<file path="src/rtl/omega_packet_injector.sv">
// Ingress stage for the 8-lane omega network: grants one packet per destination
// per slot (lowest lane wins) and serialises each granted packet into a slot-aligned frame.
module omega_packet_injector #(
    parameter int N         = 8,
    parameter int ADDR_W    = 3,
    parameter int PAYLOAD_W = 8,
    parameter int GAP       = 1
) (
    input  logic                   CLK,
    input  logic                   RST,
    input  logic [N-1:0]           in_valid,
    input  logic [N*ADDR_W-1:0]    in_dest,
    input  logic [N*PAYLOAD_W-1:0] in_data,
    output logic [N-1:0]           in_ready,
    output logic [N-1:0]           InDat,
    output logic                   frame_start,
    output logic [15:0]            conflict_cnt
);
    localparam int L      = 1 + ADDR_W + PAYLOAD_W + GAP;
    localparam int FCNT_W = $clog2(L);
    localparam int DEN_W  = $clog2(N + 1);
    localparam logic [FCNT_W-1:0] LAST = FCNT_W'(L - 1);

    logic [FCNT_W-1:0] fcnt;
    logic              grant_cycle;
    logic [N-1:0]      grant;
    logic [N-1:0]      claimed;
    logic [DEN_W-1:0]  denied;
    logic [16:0]       cnt_sum;
    logic [L-1:0]      shifter [N];

    // Handshake: a lane transfers when in_valid[i] & in_ready[i] on a rising edge.
    // in_ready is only ever raised in the grant cycle (last slot cycle, RST low);
    // sources hold valid/dest/data stable until that transfer.
    assign grant_cycle = (fcnt == LAST) && !RST;
    assign in_ready    = grant;
    assign cnt_sum     = {1'b0, conflict_cnt} + 17'(denied);

    // Destinations are one-hot tracked in claimed, valid because N == 2**ADDR_W.
    always_comb begin
        grant   = '0;
        claimed = '0;
        denied  = '0;
        if (grant_cycle) begin
            for (int i = 0; i < N; i++) begin
                if (in_valid[i]) begin
                    if (claimed[in_dest[i*ADDR_W +: ADDR_W]]) begin
                        denied = denied + DEN_W'(1);
                    end else begin
                        grant[i] = 1'b1;
                        claimed[in_dest[i*ADDR_W +: ADDR_W]] = 1'b1;
                    end
                end
            end
        end
    end

    always_comb begin
        InDat = '0;
        for (int i = 0; i < N; i++) begin
            InDat[i] = shifter[i][L-1];
        end
    end

    always_ff @(posedge CLK) begin
        if (RST) begin
            fcnt         <= '0;
            frame_start  <= 1'b0;
            conflict_cnt <= '0;
            for (int i = 0; i < N; i++) begin
                shifter[i] <= '0;
            end
        end else begin
            fcnt         <= (fcnt == LAST) ? '0 : fcnt + FCNT_W'(1);
            frame_start  <= grant_cycle && (|grant);
            conflict_cnt <= cnt_sum[16] ? 16'hFFFF : cnt_sum[15:0];
            // Reload every lane at the slot boundary so ungranted lanes send an all-zero slot.
            for (int i = 0; i < N; i++) begin
                if (grant_cycle) begin
                    shifter[i] <= grant[i] ? {1'b1, in_dest[i*ADDR_W +: ADDR_W],
                                              in_data[i*PAYLOAD_W +: PAYLOAD_W], {GAP{1'b0}}}
                                           : '0;
                end else begin
                    shifter[i] <= shifter[i] << 1;
                end
            end
        end
    end
endmodule

</file>
<file path="config.mk">
export PLATFORM = sky130hd
export DESIGN_NAME = omega_packet_injector
export DESIGN_NICKNAME = d
export VERILOG_FILES = /design/src/rtl/omega_packet_injector.sv
export SDC_FILE = /design/constraint.sdc
export NUM_CORES = 1
export LEC_CHECK = 0
export CORE_ASPECT_RATIO = 1.1
export CORE_UTILIZATION = 45
export CTS_CLUSTER_SIZE = 14
export DETAILED_ROUTE_END_ITERATION = 16
export PLACE_DENSITY = 0.69
export SETUP_SLACK_MARGIN = 0.3
export SLEW_MARGIN = 20
export SYNTH_ARGS = -nofsm -noshare
export SYNTH_HDL_FRONTEND = slang
export SYNTH_SLANG_ARGS = --single-unit
export TNS_END_PERCENT = 5
</file>
<file path="constraint.sdc">
create_clock -name CLK -period 11.7 [get_ports CLK]
set_clock_uncertainty 0.15 [all_clocks]
set_input_delay 2.34 -clock CLK [delete_from_list [all_inputs] [get_ports CLK]]
set_output_delay 2.34 -clock CLK [all_outputs]
set_load 0.01 [all_outputs]
</file>
# == After elaboration in Yosys (flattened, before gate mapping) ==
# Memory sizes are Yosys's and may differ from the RTL's.
# Cells that the tools add are included.
# word_totals
memories,2
output_inout_bits,33
ram_bits,104
in_bits,98
romBits,8
register_bits,21
# classes
n_mux,124
add_sub_neg,9
magnitude_cmp,15
reduce_logical,12
bitwise_logic,22
n_eq_ne,1
# memory_table
memory,depth,word_bits,read_ports,rd_clocked_by_memory_dff,write_ports,line,text
shifter,8,13,8,0,8,30,logic [L-1:0] shifter [N];
(name not given),8,1,1,0,0,47,if (claimed[in_dest[i*ADDR_W +: ADDR_W]]) begin
# op_table
op,count
two-way mux 13 bit,24
two-way mux 8 bit,22
two-way mux 4 bit,23
OR 8 bit,6
two-way mux 1 bit,40
adder 4 x 1 -> 4 bit (second input constant),8
< comparator 3 x 4 -> 1 bit (second input constant),8
binary-select mux 1 bit (select 3 bit),7
demux 1 bit (select 3 bit),7
greater-or-equal comparator 3 x 1 -> 1 bit (second input constant),7
adder 16 x 4 -> 17 bit,1
two-way mux 16 bit,1
OR 1 bit,16
logical AND 1 bit,9
OR reduction 8 bit,1
equality test 4 bit (second input constant),1
OR reduction 2 bit,1
logical NOT 1 bit,1

# == Longest topological paths before layout ==
# logic_depth
word_depth,45
mapped_depth,33
mapped_depth_nobuf,32

# == Worst setup path before layout ==
# Ideal clock, no wire load.
# synth_timing
path_type,input -> register
startpoint,in in_valid[1]
endpoint,reg conflict_cnt[10]
slack_ps,2770
required_time_ps,11480
n_path_buf,2
arrival_time_ps,8710
cell_stages,29
setup_ps,70
path_cell_list,buf_4 > or4b_4 > a211o_1 > a221oi_1 > or3_1 > ha_1 > nand2_1 > o21ai_0 > ha_1 > mux2_2 > ha_1 > mux2_2 > ha_1 > mux2_2 > ha_1 > mux2_2 > ha_1 > inv_1 > a211oi_1 > xnor3_1 > and2_1 > ha_1 > a21o_1 > a21oi_1 > nor2b_1 > nand4_1 > or3_1 > clkbuf_1 > a21oi_1
# synth_between
elab_chain_cells,34
word_cells_on_any_way,62
cone_classes,add/sub (7); mux (50); bitwise (5)
# synth_lines
item,line,text
start: declaration,11,"input logic [N-1:0] in_valid,"
"parallel branches: the longest is 30 deep, another holds adder 4 x 1 -> 4 bit",-,
two-way mux 4 bit *,46,if (in_valid[i]) begin
two-way mux 4 bit *,44,if (grant_cycle) begin
adder 16 x 4 -> 17 bit *,37,"assign cnt_sum = {1'b0, conflict_cnt} + 17'(denied);"
two-way mux 16 bit *,76,conflict_cnt <= cnt_sum[16] ? 16'hFFFF : cnt_sum[15:0];
end signal: assignment,76,
end: declaration,17,output logic [15:0] conflict_cnt
# Every way passes the cells marked *. The select of a mux whose other input is x is not followed.
# A chain may end at the register's enable or synchronous reset.

# == Worst setup path in the final report ==
# layout_timing
startpoint,in in_dest[6]
endpoint,out in_ready[7]
# layout_between
elab_chain_cells,33
word_cells_on_any_way,40
cone_classes,order compare (2); mux (32); bitwise (5); reduce/logical (1)
# layout_lines
item,line,text
start: declaration,12,"input logic [N*ADDR_W-1:0] in_dest,"
< comparator 3 x 4 -> 1 bit (not written as such) or greater-or-equal comparator 3 x 1 -> 1 bit (tied branches),51,claimed[in_dest[i*ADDR_W +: ADDR_W]] = 1'b1;
logical AND 1 bit (not written as such),51,
two-way mux 1 bit (not written as such),51,
demux 1 bit (select 3 bit),51,
OR 8 bit (no source line),-,
two-way mux 8 bit *,47,
two-way mux 8 bit *,46,
two-way mux 8 bit *,44,
[... 17 more ...],-,
two-way mux 8 bit,47,
two-way mux 8 bit *,46,
two-way mux 8 bit *,44,
binary-select mux 1 bit (select 3 bit) *,47,
two-way mux 1 bit (not written as such) *,47,
two-way mux 1 bit *,47,
two-way mux 1 bit *,46,
two-way mux 8 bit *,44,
end: declaration,14,"output logic [N-1:0] in_ready,"
# Every way passes the cells marked *; elsewhere a longest branch is shown, timed or not. The select of a mux whose other input is x is not followed.

==> impl_metrics.py <==
metrics = {
    "cts": {
        "cts_resized": 0,
        "clock-root-buffer": "clkbuf_16",
        "clk_path_buf_depth": 2,
        "insertion_delay_ns": 0.42,
        "tritoncts": "done",
        "cts_hold_buf": 0,
        "cts_buffers": 17,
        "post-cts-setup-buffers": 0,
        "htree_levels": 4,
        "cts.sinks": 117,
        "clkTransAtPathRegs_ns": 0.05,
    },
    "layout": {
        "regArea_sq_um": 3303,
        "drive_above_1_share_pct": 8.070,
        "antenna_cells": 0,
        "fin_area_sq_um": 9723,
        "multi_input_area_sq_um": 4168,
        "final_cells": 1117,
        "fillers": 1299,
        "synthToLayoutAreaGrowth_pct": 30.82,
        "nets": 1015,
    },
    "yosys": {
        "synth_top_family_by_area": "compound AO/OA/AOI/OAI gates",
        "synth-adder-area-share_pct": 2.290,
        "syn_inst": 711,
        "synth-xor-area-share_pct": 4.781,
        "synth_edf_count": 96,
        "avgSynthCellArea_sq_um": 10.45,
        "async_flop_share_pct": 0,
        "synth_mux_area_share_pct": 1.162,
        "synth-seq-area-share_pct": 44.44,
        "ys_types": 98,
        "ys_ff_latch": 117,
        "syn_area_sq_um": 7432,
        "synthSimpleGateAreaFrac_pct": 19.11,
        "synth_warnings": 0,
        "synth_compound_area_share_pct": 23.62,
        "synth-main-ff-cell": "edfxtp_1",
    },
    "routing": {
        "drc": 0,
        "first_pass_iters": 6,
        "vias": 6411,
        "ant_nets": 0,
        "drtIter0Drc": 382,
        "wl_mm": 20.44,
        "viasPerCell": 5.739,
        "wl_per_cell_microns": 18.30,
    },
    "critical_path": {
        "worstPathCellList": "clkdlybuf4s50_1 > xor2_1 > or4_1 > o211a_1 > a31oi_1 > and4_1 > nor4_4 > nor4_1 > a31oi_1 > a211o_1 > o21ai_2 > a21oi_2 > nor2_2 > clkdlybuf4s50_1",
        "crit_path_max_fanout": 22,
        "cp_data_arrival_time_ns": 7.82,
        "cpLargestDelayFamily": "simple AND/OR/NAND/NOR gates",
        "cp_slowest_cell": "clkdlybuf4s50_1",
        "worstPathRequired_ns": 9.21,
        "path_buf_inv": 2,
        "startpoint_type": "input pin",
        "critPathMaxStageDelay_ns": 1.02,
        "end_kind": "output pin",
        "crit_type": "input pin to output pin",
    },
    "sta": {
        "relSlewSlack_pct": 36.14,
        "hold_violations": 0,
        "drv_slew": 0,
        "setup_ws_ns": 1.388,
        "tns_ns": 0,
        "period_needed_ns": 10.31,
        "rsz0062_at_grt": "false",
        "period_share_pct": 88.14,
        "finalSetupViolCount": 0,
        "tightestPinTransition_ns": 0.9578,
        "max_freq_mhz": 96.98,
        "whs_ns": 0.3213,
    },
    "floorplan": {
        "pin_count": 131,
        "die_height_microns": 136.8,
        "start_util_pct": 46.70,
        "row_count": 48,
        "die-area_sq_um": 17030,
        "die_x_microns": 124.5,
        "core_area_sq_um": 15920,
    },
    "global_routing": {
        "grt_usage_pct": 24.41,
        "first_global_vias": 6221,
        "antenna_found_initial": 0,
        "grt_max_degree": 57,
        "grt-ovfl-total": 0,
        "grt_pass1_wl_mm": 32.45,
    },
    "placement": {
        "pre_cts_slack_ns": 1.233,
        "io_buffers": 130,
        "dpl_cell_area_sq_um": 9131,
        "hpwl_mm": 15.14,
        "place_congestion": 0.9315,
        "dp.cells": 1085,
    },
    "flow_run": {
        "cap_violations": 0,
    },
    "min_path": {
        "min_path_type": "register to register",
    },
    "pwr": {
        "power_density_nw_per_um2": 121.4,
        "power_leakage_nw": 3.801,
        "peakVddDrop_uv": 98.77,
    },
    "run_status": {
        "status": "complete, no violations",
    },
}
==> worst reg2reg max path: stages, from the launching register on <==
cell     delay [ns]
dfxtp_1        0.33
inv_1          0.07
ha_1           0.21
nand3_1        0.13
or2_2          0.46
nor2_1         0.20
ha_1           0.21
fa_1           0.22
a21o_1         0.12
a21oi_1        0.08
nor2b_1        0.16
nand4_1        0.28
or3_1          0.63
a21oi_1        0.21
==> worst paths after layout <==
path / cells after the start / start / end / slack, ns
max: 14 / in_dest[6] / in_ready[7] / 1.39
min: 1 / fcnt[0] / fcnt[0] / 0.32
min reg2reg: 1 / fcnt[0] / fcnt[0] / 0.32
max reg2reg: 13 / fcnt[0] / conflict_cnt[10] / 8.14
==> synthesized netlist by cell type, types with 3 or more instances <==
| library cell | number | share of area (%) |
|---|---|---|
| nand3b_1 | 4 | 0.40 |
| nor4b_1 | 3 | 0.35 |
| a21o_1 | 10 | 1.0 |
| nor2_1 | 50 | 2.5 |
| nor4bb_1 | 5 | 0.67 |
| nand4b_1 | 8 | 0.94 |
| nor4_1 | 9 | 0.76 |
| clkbuf_1 | 35 | 1.8 |
| a311oi_1 | 4 | 0.47 |
| buf_2 | 9 | 0.61 |
| buf_4 | 11 | 1.1 |
| nand3_1 | 19 | 1.3 |
| o31ai_1 | 6 | 0.61 |
| a22o_1 | 80 | 9.4 |
| o22ai_1 | 4 | 0.34 |
| a21oi_1 | 23 | 1.5 |
| a211o_1 | 4 | 0.47 |
| nor2b_1 | 8 | 0.67 |
| nor3_1 | 15 | 1.0 |
| xnor2_1 | 18 | 2.1 |
| and3_1 | 4 | 0.34 |
| o211ai_1 | 7 | 0.71 |
| mux2i_1 | 3 | 0.40 |
| inv_1 | 16 | 0.81 |
| edfxtp_1 | 96 | 39 |
| a31oi_1 | 16 | 1.3 |
| nor4_2 | 3 | 0.51 |
| and2_1 | 13 | 1.1 |
| nand2b_1 | 15 | 1.3 |
| o21ai_0 | 14 | 0.94 |
| o2111ai_1 | 3 | 0.35 |
| or2_2 | 3 | 0.25 |
| dfxtp_1 | 21 | 5.7 |
| ha_1 | 12 | 2.0 |
| xor2_1 | 20 | 2.4 |
| nand4_1 | 13 | 1.1 |
| nand2_1 | 38 | 1.9 |
| or3_1 | 7 | 0.59 |
| mux2_2 | 4 | 0.61 |
| nor3b_1 | 4 | 0.40 |
| o221ai_1 | 4 | 0.47 |
==> placed cells by master (no fill, tap or decap), drive strengths merged, types with 10 or more instances in the layout <==
master,instances
clkdlybuf4s50,130
edfxtp,96
conb,96
a22o,80
nor2,51
nand2,38
a21oi,25
inv,25
dfxtp,21
xor2,20
nand3,19
xnor2,18
clkbuf,17
o21ai,17
a31oi,16
nor3,16
nand2b,15
nor4,14
nand4,13
and2,13
ha,12
a21o,10
==> sequential cells by signal, indices dropped and copies added (netlist names) <==
name / cells
conflict_cnt: 16
fcnt: 4
shifter: 96
frame_start: 1
==> final cells by class <==
| cell class | count | share of cell area [%] |
|---|---|---|
| multi-input combinational | 615 | 42.86 |
| clock inverter | 15 | 1.711 |
| sequential | 117 | 33.97 |
| tap | 200 | 2.574 |
| inverter | 17 | 0.6563 |
| timing repair buffer | 136 | 13.85 |
| clock buffer | 17 | 4.375 |
==> per-stage QoR <==
| step | power (mW) | util (%) |
|---|---|---|
| floorplan | 0.5931 | - |
| global placement | 0.6546 | 57.37 |
| detailed placement | 0.6582 | 57.37 |
| CTS | 1.189 | 61.09 |
| global route | 1.228 | 61.09 |
| finish | 1.180 | 61.09 |
==> per-layer routing <==
metal	routed length [microns]	global-route usage (%)	up-vias
met5	0	0	-
met4	191	6.693	0
met3	1166	5.786	13
met2	9941	41.22	194
met1	9136	31.33	3121
li1	-	-	3083
==> cell families (layout without fill, tap and decap cells) <==
kind of cell / count (synthesis) / in the layout
multiplexers: 8 / 8
adder cells (fa/ha/maj): 13 / 13
flip-flops: 117 / 117
other: 1 / 96
AND/OR/NAND/NOR: 240 / 240
buffers and inverters: 74 / 185
XOR/XNOR: 39 / 39
AO/OA/AOI/OAI: 219 / 219
==> power by group <==
group          switching (mW)  leakage, nW  internal, mW
combinational          0.0954         2.36        0.0787
clock                   0.208        0.288         0.319
sequential            0.00645         1.15         0.472
total                   0.310         3.80         0.870
Note: power is estimated with default switching activity, not from simulation.
